===== config.mk =====
export PLATFORM = sky130hd
export DESIGN_NAME = pipeline_ctrl
export DESIGN_NICKNAME = d
export VERILOG_FILES = /design/src/rtl/pipeline_ctrl_pkg.sv /design/src/rtl/pipeline_ctrl_perf_counter.sv /design/src/rtl/pipeline_ctrl.sv
export SDC_FILE = /design/constraint.sdc
export NUM_CORES = 1
export LEC_CHECK = 0
export BUFFER_PORTS_ARGS = -buffer_cell sky130_fd_sc_hd__buf_2
export CORE_MARGIN = 3
export CORE_UTILIZATION = 57
export DETAILED_ROUTE_END_ITERATION = 6
export GPL_ROUTABILITY_DRIVEN = 1
export PLACE_DENSITY = 0.81
export RECOVER_POWER = 25
export SYNTH_ARGS = -nofsm -noshare
export SYNTH_HDL_FRONTEND = slang
export SYNTH_SLANG_ARGS = --single-unit
export TNS_END_PERCENT = 5

===== constraint.sdc =====
create_clock -name clk -period 3.1 [get_ports clk]
set_clock_uncertainty 0.1 [all_clocks]
set_input_delay 0.465 -clock clk [delete_from_list [all_inputs] [get_ports clk]]
set_output_delay 0.465 -clock clk [all_outputs]
set_load 0.01 [all_outputs]

===== src/rtl/pipeline_ctrl_pkg.sv =====
// Pipeline control shared definitions: controller states, stage-priority
// selectors and the per-stage enable/flush bundle.
package pipeline_ctrl_pkg;

   localparam int CNT_W = 32;

   localparam logic [1:0] ST_BOOT = 2'd0;
   localparam logic [1:0] ST_RUN  = 2'd1;
   localparam logic [1:0] ST_HALT = 2'd2;

   typedef enum logic [2:0] {
      PRI_BOOT,
      PRI_MEM,
      PRI_EXB,
      PRI_FLUSH,
      PRI_STALL,
      PRI_NORM,
      PRI_HALT
   } pri_e;

   typedef struct packed {
      logic pc_we;
      logic if_we;
      logic if_fl;
      logic id_we;
      logic id_fl;
      logic ex_we;
      logic ex_fl;
      logic mem_we;
   } ctl_t;

   function automatic ctl_t ctl_of(pri_e pri);
      ctl_t c;
      c = '0;
      c.pc_we  = 1'b1;
      c.if_we  = 1'b1;
      c.id_we  = 1'b1;
      c.ex_we  = 1'b1;
      c.mem_we = 1'b1;
      case (pri)
         PRI_BOOT: begin
            c = '0;
            c.if_fl = 1'b1;
            c.id_fl = 1'b1;
            c.ex_fl = 1'b1;
         end
         PRI_MEM: c = '0;
         PRI_EXB: begin
            c.pc_we = 1'b0;
            c.if_we = 1'b0;
            c.id_we = 1'b0;
            c.ex_fl = 1'b1;
         end
         PRI_FLUSH: begin
            c.if_fl = 1'b1;
            c.id_fl = 1'b1;
         end
         // bubble into ID/EX; older stages keep draining
         PRI_STALL, PRI_HALT: begin
            c.pc_we = 1'b0;
            c.if_we = 1'b0;
            c.id_fl = 1'b1;
         end
         default: ;
      endcase
      return c;
   endfunction

endpackage


===== src/rtl/pipeline_ctrl_perf_counter.sv =====
// Free-running performance counter with enable and synchronous reset.
// Wraps modulo 2^CNT_W.
module perf_counter
   import pipeline_ctrl_pkg::*;
(
   input  logic             clk,
   input  logic             rst,
   input  logic             en,
   output logic [CNT_W-1:0] count
);

   logic [CNT_W-1:0] cnt_q;

   always_ff @(posedge clk) begin
      if (rst)
         cnt_q <= '0;
      else if (en)
         cnt_q <= cnt_q + 1'b1;
   end

   assign count = cnt_q;

endmodule


===== src/rtl/pipeline_ctrl.sv =====
// Five-stage pipeline controller: boot hold, hazard/flush arbitration,
// debug halt with drain, and performance counters.
module pipeline_ctrl
   import pipeline_ctrl_pkg::*;
#(
   parameter int RESET_HOLD   = 4,
   parameter int DRAIN_CYCLES = 3
) (
   input  logic        clk,
   input  logic        rst,
   input  logic        id_stall,
   input  logic        ex_flush,
   input  logic        ex_busy,
   input  logic        mem_busy,
   input  logic        halt_req,
   input  logic        resume,
   output logic        pc_we,
   output logic        if_reg_we,
   output logic        if_reg_flush,
   output logic        id_reg_we,
   output logic        id_reg_flush,
   output logic        ex_reg_we,
   output logic        ex_reg_flush,
   output logic        mem_reg_we,
   output logic        halted,
   output logic [31:0] cycle_cnt,
   output logic [31:0] stall_cnt,
   output logic [31:0] flush_cnt
);

   logic [1:0]  state;
   logic [15:0] boot_cnt;
   logic [15:0] drain_cnt;
   logic        flush_pend;
   logic        halted_q;

   logic in_boot, in_run, in_halt;
   logic run_ok, want_flush;
   pri_e pri;
   ctl_t ctl;

   assign in_run  = !rst && (state == ST_RUN);
   assign in_halt = !rst && (state == ST_HALT);
   assign in_boot = !in_run && !in_halt;

   assign run_ok     = in_run && !mem_busy && !ex_busy;
   assign want_flush = ex_flush || flush_pend;

   always_comb begin
      pri = PRI_NORM;
      unique case (1'b1)
         in_boot:                           pri = PRI_BOOT;
         !in_boot && mem_busy:              pri = PRI_MEM;
         in_run && !mem_busy && ex_busy:    pri = PRI_EXB;
         run_ok && want_flush:              pri = PRI_FLUSH;
         run_ok && !want_flush && id_stall: pri = PRI_STALL;
         in_halt && !mem_busy:              pri = PRI_HALT;
         default:                           pri = PRI_NORM;
      endcase
   end

   assign ctl = ctl_of(pri);

   assign pc_we        = ctl.pc_we;
   assign if_reg_we    = ctl.if_we;
   assign if_reg_flush = ctl.if_fl;
   assign id_reg_we    = ctl.id_we;
   assign id_reg_flush = ctl.id_fl;
   assign ex_reg_we    = ctl.ex_we;
   assign ex_reg_flush = ctl.ex_fl;
   assign mem_reg_we   = ctl.mem_we;
   assign halted       = halted_q && !rst;

   always_ff @(posedge clk) begin
      if (rst) begin
         state      <= ST_BOOT;
         boot_cnt   <= '0;
         drain_cnt  <= '0;
         flush_pend <= 1'b0;
         halted_q   <= 1'b0;
      end else begin
         case (state)
            ST_RUN: begin
               // a flush seen while frozen must still squash once released
               if (pri == PRI_FLUSH)
                  flush_pend <= 1'b0;
               else if (ex_flush && (pri == PRI_MEM || pri == PRI_EXB))
                  flush_pend <= 1'b1;
               if (halt_req && !mem_busy) begin
                  state     <= ST_HALT;
                  drain_cnt <= '0;
                  halted_q  <= 1'b0;
               end
            end
            ST_HALT: begin
               if (resume) begin
                  state     <= ST_RUN;
                  drain_cnt <= '0;
                  halted_q  <= 1'b0;
               end else if (!mem_busy) begin
                  if (drain_cnt == 16'(DRAIN_CYCLES - 1))
                     halted_q <= 1'b1;
                  if (drain_cnt < 16'(DRAIN_CYCLES))
                     drain_cnt <= drain_cnt + 16'd1;
               end
            end
            default: begin
               if (boot_cnt == 16'(RESET_HOLD - 1)) begin
                  state    <= ST_RUN;
                  boot_cnt <= '0;
               end else begin
                  boot_cnt <= boot_cnt + 16'd1;
               end
            end
         endcase
      end
   end

   logic cyc_en, stall_en, flush_en;

   assign cyc_en   = in_run || in_halt;
   assign stall_en = in_run && !ctl.pc_we;
   assign flush_en = (pri == PRI_FLUSH);

   perf_counter u_cycle_cnt (
      .clk   (clk),
      .rst   (rst),
      .en    (cyc_en),
      .count (cycle_cnt)
   );

   perf_counter u_stall_cnt (
      .clk   (clk),
      .rst   (rst),
      .en    (stall_en),
      .count (stall_cnt)
   );

   perf_counter u_flush_cnt (
      .clk   (clk),
      .rst   (rst),
      .en    (flush_en),
      .count (flush_cnt)
   );

endmodule


==> qor.csv, run 1 <==
stage,metric,value,unit
global_route,gr usage total,0.265,
flow_run,maxcap violations,0,
setup_path,WP data required,2.53,ns
floorplan,chip height,114,um
drt,drt wl/cell,17.1,um
worst_hold_path,HP Class,input port to register,
floorplan,die area,13000,um^2
power,pwr/cell area,536,nW/um^2
power,switch share,0.252,
cts,clk root buf,clkbuf_16,
placed_design,Placed Instance Area,7280,um^2
synth,Yosys reg bits,132,
synth,Yosys top cell by area,dfxtp_1,
sta,Tcrit/Tclk final,0.960,
setup_path,CP arrival,2.41,ns
global_route,initial antenna violation count,0,
sta,worst slew pin tran,0.875,ns
synth,Synthesized Nets,805,
cells_and_area,ANT cells,0,
synth,synth top area cells,"dfxtp_1, mux2_2, a21oi_1",
synth,"count leader, synth",dfxtp_1,
synth,Avg Inst Size Synth,8.46,um^2
synth,"Seq/Total Area, Yosys",0.396,
placed_design,HPWL Detailed,11600,um
placed_design,final estimated routing congestion in global placement,0.853,
synth,mapped cell area,6670,um^2
global_route,vias in the first global route,6015,
drt,DRC,0,
outcome,status,"complete, no violations",
synth,Most used DFF post-synth,dfxtp_1,
drt,post-route ant nets,0,
cells_and_area,design area,7840,um^2
drt,via count,6521,
synth,Async SR Flop Fraction,0,
drt,initial drt markers,665,
cts,TritonCTS Buffers,17,
setup_path,CP Class,register to output port,
cells_and_area,Layout Utilization,0.704,
setup_path,Crit path max-delay family,buffers and inverters,
setup_path,Setup crit end kind,output port,
sta,worst relative slew slack,0.414,
power,Comb power frac,0.117,
cts,Clock Sinks,132,
setup_path,CP max FO,14,
floorplan,DIE WIDTH,114,um
placed_design,placed cell count,997,
power,internal power,3.14,mW
sta,Final min period,2.98,ns
setup_path,CP startpoint kind,register,
sta,upper clock frequency limit,336,MHz
cells_and_area,Total Nets Final,896,
placed_design,number of buffers added on ports,112,
cells_and_area,Final Non-Filler Cells,1031,
setup_path,CP max stage cell,or4b_4,
synth,Synth top area share,0.396,
power,maximum vdd drop,0.000610,V
sta,unrepaired setup endpoints after global routing,false,
floorplan,starting utilization of the core area,0.600,
global_route,global-route wire length before repair,28400,um
power,Clock Power Share,0.457,
floorplan,row count,38,
floorplan,core footprint,11100,um^2
cts,Skew-Pair Late Insertion Delay,0.41,ns
sta,Max Slew Vio Count,0,
cells_and_area,share of cells above drive strength 1,0.149,
drt,total wire length,17600,um
sta,setup violators final,0,
synth,Unique masters post-synth,55,
cts,Clock transition at path regs,0.06,ns
synth,Syn. warnings,0,
cts,H-tree Lvls,4,
cts,CTS max path bufs,2,
sta,hold slack,0.227,ns
drt,Initial DRT Pass Iterations,6,
sta,final hold vios,0,
setup_path,worst-path cell chain,"inv_1, ha_1, buf_4, or4b_4, a311oi_4, buf_12, buf_2",
power,Seq pwr share,0.426,
floorplan,# IOs,113,
power,Psw,1.06,mW
global_route,grt ovf,0,
setup_path,Worst Path Buf+Inv,4,
global_route,largest net degree at the start of global routing,87,
cts,cts hold-fix bufs,0,
synth,"EDFF count, synth",0,
synth,Post-Syn Instances,789,
setup_path,CP peak stage delay,0.52,ns
cells_and_area,Area Growth Syn to Fin,17.4,%
cts,CTS tree,built,
drt,vias per cell,6.32,
power,Leak,2.78,nW
sta,setup TNS,0,ns
synth,commonest cells in the netlist,"dfxtp_1, nor2_1, a21oi_1",
## path summary, 6_finish.rpt
kind / start / to / slack [ns] / cells past startpoint
max reg2reg: state[0]$_SDFFE_PP0P_ / u_flush_cnt.count[21]$_SDFFE_PP0N_ / 0.17 / 6
max: state[1]$_SDFFE_PP0P_ / pc_we / 0.12 / 7
min: rst / u_stall_cnt.count[0]$_SDFFE_PP0P_ / 0.23 / 2
min reg2reg: halted_q$_SDFFE_PP0P_ / halted_q$_SDFFE_PP0P_ / 0.37 / 1
## cell families after synthesis
| family | count (synthesis) | synth area share |
|---|---|---|
| buffers and inverters | 79 | 0.0478 |
| and+or+nand+nor | 369 | 0.315 |
| AOI/OAI and AO/OA | 156 | 0.157 |
| xor gates and xnor gates | 15 | 0.0197 |
| adders and majority gates | 8 | 0.0150 |
| DFF | 132 | 0.396 |
| muxes | 30 | 0.0499 |
## state kept, by name, indices dropped and copies added, names as in the netlist
signal and count:
boot_cnt 16, u_stall_cnt.count 32, u_flush_cnt.count 32, drain_cnt 16, halted_q 1, flush_pend 1
state 2, u_cycle_cnt.count 32
## power groups by stage
stage | logic [mW] | clock network (mW) | registers (mW)
floorplan | 0.341 | 0 | 1.82
global placement | 0.453 | 0 | 1.82
detailed placement | 0.470 | 0 | 1.82
CTS | 0.479 | 1.94 | 1.79
global route | 0.549 | 2.03 | 1.79
finish | 0.493 | 1.92 | 1.79
## stage by stage
stage	setup WS [ns]	power, mW
finish	0.124	4.20
global route	0.00692	4.37
CTS	0.0583	4.21
detailed placement	0.246	2.29
global placement	0.352	2.27
floorplan	0.558	2.16
## worst register-to-register path, stage by stage (launching register included)
cell     delay, ns
dfxtp_1       0.34
inv_1         0.08
ha_1          0.33
or3b_4        0.46
or4_1         0.78
or4_1         0.61
a21oi_1       0.16
## cell usage in the layout, fill, tap and decap left out, types with 4 or more instances in the layout
cell	count
and2_1	6
or4_1	28
or2_2	14
ha_1	8
mux2i_1	4
xor2_1	5
and4_1	12
nor3_1	9
clkbuf_1	64
o41ai_1	15
buf_4	11
o311ai_0	13
o21ai_0	26
nand2_1	44
o31ai_1	24
mux2_2	24
inv_1	26
clkbuf_16	19
o21a_1	7
or3_1	23
a21oi_1	50
nand4_1	35
buf_2	52
nor2b_1	30
and3_1	20
nor2_1	54
dfxtp_1	132
nand3_1	39
xnor2_1	10
nor4_1	39
## area by class of cell
| class | count | area, um^2 |
|---|---|---|
| Fill cell | 927 | 3290 |
| Clock inverter | 5 | 75.1 |
| Sequential cell | 132 | 2640 |
| Inverter | 26 | 97.6 |
| Tap cell | 140 | 175 |
| Timing Repair Buffer | 125 | 634 |
| Clock buffer | 25 | 485 |
| Multi-Input combinational cell | 578 | 3730 |
## per-layer routing
metal / up-vias / track usage / wire [um]
li1: 3176 / - / -
met1: 3113 / 0.326 / 7470
met2: 206 / 0.449 / 8840
met3: 26 / 0.0655 / 1070
met4: 0 / 0.0942 / 263
met5: - / 0 / 0
## timing repair
item	in CTS	in global routing
gates resized for setup	0	1
endpoints found under the setup margin	0	2
buffers inserted	0	2
Note: power is estimated with default switching activity, not from simulation.
==> inputs of run 2 (changes only) <==
--- a/config.mk
+++ b/config.mk
@@ -10,6 +10,7 @@
 export CORE_UTILIZATION = 57
 export DETAILED_ROUTE_END_ITERATION = 6
 export GPL_ROUTABILITY_DRIVEN = 1
+export GPL_TIMING_DRIVEN = 0
 export PLACE_DENSITY = 0.81
 export RECOVER_POWER = 25
 export SYNTH_ARGS = -nofsm -noshare
==> qor.csv, run 2 (synthesis gave the netlist of run 1 again) <==
stage,metric,value,unit
outcome,status,"complete, no violations",
sta,Final min period,2.98,ns
flow_run,maxcap violations,0,
worst_hold_path,Hold Crit Depth,4,
sta,unrepaired setup endpoints after global routing,false,
cts,CTS tree,built,
setup_path,CP Class,input port to output port,
setup_path,Setup crit end kind,output port,
setup_path,worst-path cell chain,"buf_2, clkbuf_1, clkbuf_1, clkbuf_2, nor3_1, buf_4, buf_2",
cells_and_area,ANT cells,0,
cts,clk root buf,clkbuf_16,
setup_path,Crit path depth,7,
cts,H-tree Lvls,4,
placed_design,HPWL Detailed,14100,um
setup_path,CP max FO,10,
cells_and_area,Final Non-Filler Cells,1072,
floorplan,core footprint,11100,um^2
sta,upper clock frequency limit,336,MHz
power,switch share,0.270,
global_route,GRT met1 Usage,0.375,
setup_path,CP max stage cell,clkbuf_1,
floorplan,DIE WIDTH,114,um
sta,Tcrit/Tclk final,0.961,
cells_and_area,most frequent cells in the layout,"dfxtp_1, clkbuf_1, buf_2, nor2_1, a21oi_1",
drt,DRC,0,
floorplan,die area,13000,um^2
cells_and_area,Total Nets Final,936,
global_route,GRT met3 Usage,0.0534,
power,Comb power frac,0.126,
global_route,initial antenna violation count,0,
cts,Clock Sinks,132,
setup_path,Crit. Startpoint,rst,
cts,Skew-Pair Late Insertion Delay,0.42,ns
drt,total wire length,19600,um
power,Clock Power Share,0.439,
cells_and_area,share of cells above drive strength 1,0.141,
global_route,global-route wire length before repair,31600,um
setup_path,Worst Path Buf+Inv,6,
setup_path,worst r2r path cells,9,
drt,drt wl/cell,18.3,um
setup_path,Crit path max-delay family,buffers and inverters,
drt,initial drt markers,880,
sta,Max Slew Vio Count,0,
cts,Clock transition at path regs,0.05,ns
cells_and_area,# fillers,925,
global_route,met2 Usage GRT,0.497,
power,internal power,3.00,mW
floorplan,chip height,114,um
power,maximum vdd drop,0.000366,V
drt,vias per cell,6.55,
worst_hold_path,HP Class,input port to register,
drt,post-route ant nets,0,
cts,TritonCTS Buffers,17,
global_route,grt ovf,0,
power,Psw,1.11,mW
floorplan,starting utilization of the core area,0.600,
global_route,most used routing layer in global routing,met2,
drt,Initial DRT Pass Iterations,5,
worst_hold_path,HP Start,ex_flush,
placed_design,number of buffers added on ports,112,
floorplan,# IOs,113,
cells_and_area,Area Growth Syn to Fin,18.1,%
setup_path,WP data required,2.53,ns
sta,setup violators final,0,
global_route,gr usage total,0.299,
cts,CTS max path bufs,2,
setup_path,reg2reg start,state[0]$_SDFFE_PP0P_,
sta,worst relative slew slack,0.534,
placed_design,final estimated routing congestion in global placement,0.915,
sta,worst slew pin tran,0.698,ns
power,Leak,2.79,nW
placed_design,placed cell count,1041,
setup_path,CP peak stage delay,0.49,ns
setup_path,CP startpoint kind,input port,
cells_and_area,"commonest non-fill, non-tap cell in the layout",dfxtp_1,
drt,via count,7019,
power,Seq pwr share,0.435,
global_route,largest net degree at the start of global routing,21,
global_route,vias in the first global route,6442,
power,pwr/cell area,521,nW/um^2
power,Total Power,4.11,mW
floorplan,row count,38,
sta,final hold vios,0,
setup_path,CP arrival,2.41,ns
run 2: worst reg2reg max path, delay by kind of cell (launching register included):
kind / cells / cell delay, ns
simple gates: 2 / 0.89
compound gates: 2 / 0.51
flops: 1 / 0.33
fa+ha+maj: 1 / 0.21
buf+inv: 4 / 0.66
run 2: worst paths after layout:
| path | end | slack, ns |
|---|---|---|
| worst max register to register | u_flush_cnt.count[11]$_SDFFE_PP0N_ | 0.27 |
| worst max-delay path | mem_reg_we | 0.12 |
| worst min register to register | halted_q$_SDFFE_PP0P_ | 0.37 |
| worst min-delay path | flush_pend$_SDFFE_PP0P_ | 0.36 |
run 2: cell type report:
cell class              count  area (um^2)  area share
well taps                 140          175      0.0222
repair buffers            113          494      0.0627
flip-flops and latches    132         2640       0.335
inverters                  26         97.6      0.0124
plain buffers              52          224      0.0284
clock buffers              26          499      0.0633
clock inverters             5         25.0     0.00317
multi-input cells         578         3730       0.473
run 2: power groups by stage:
stage               logic, mW  registers [mW]  clock network (mW)
floorplan               0.341            1.82                   0
global placement        0.473            1.82                   0
detailed placement      0.505            1.82                   0
CTS                     0.512            1.79                1.81
global route            0.565            1.79                1.90
finish                  0.518            1.79                1.80
run 2: through the flow:
stage,area (um^2),hold WS (ns),util,TNS [ns],setup WS (ns)
4_1_cts,7950,0.354,0.715,0,0.0478
2_1_floorplan,6670,0.333,-,0,0.558
3_5_place_dp,7410,0.355,0.666,-0.193,-0.137
3_3_place_gp,7410,0.341,0.666,-0.0905,-0.0860
5_1_grt,7890,0.388,0.709,0,0.0565
6_report,7890,0.362,0.709,0,0.121
run 2: repair_timing:
item / in CTS / in global routing
hold buffers: 0 / 0
buffers inserted: 1 / 0
endpoints found under the setup margin: 2 / 2
pin swaps: 1 / 1
gates resized for setup: 3 / 3
run 2: routing by layer:
layer,vias up,part of all wire
met3,58,0.077
met4,0,0.029
li1,3260,-
met1,3374,0.41
met5,-,0
met2,327,0.49
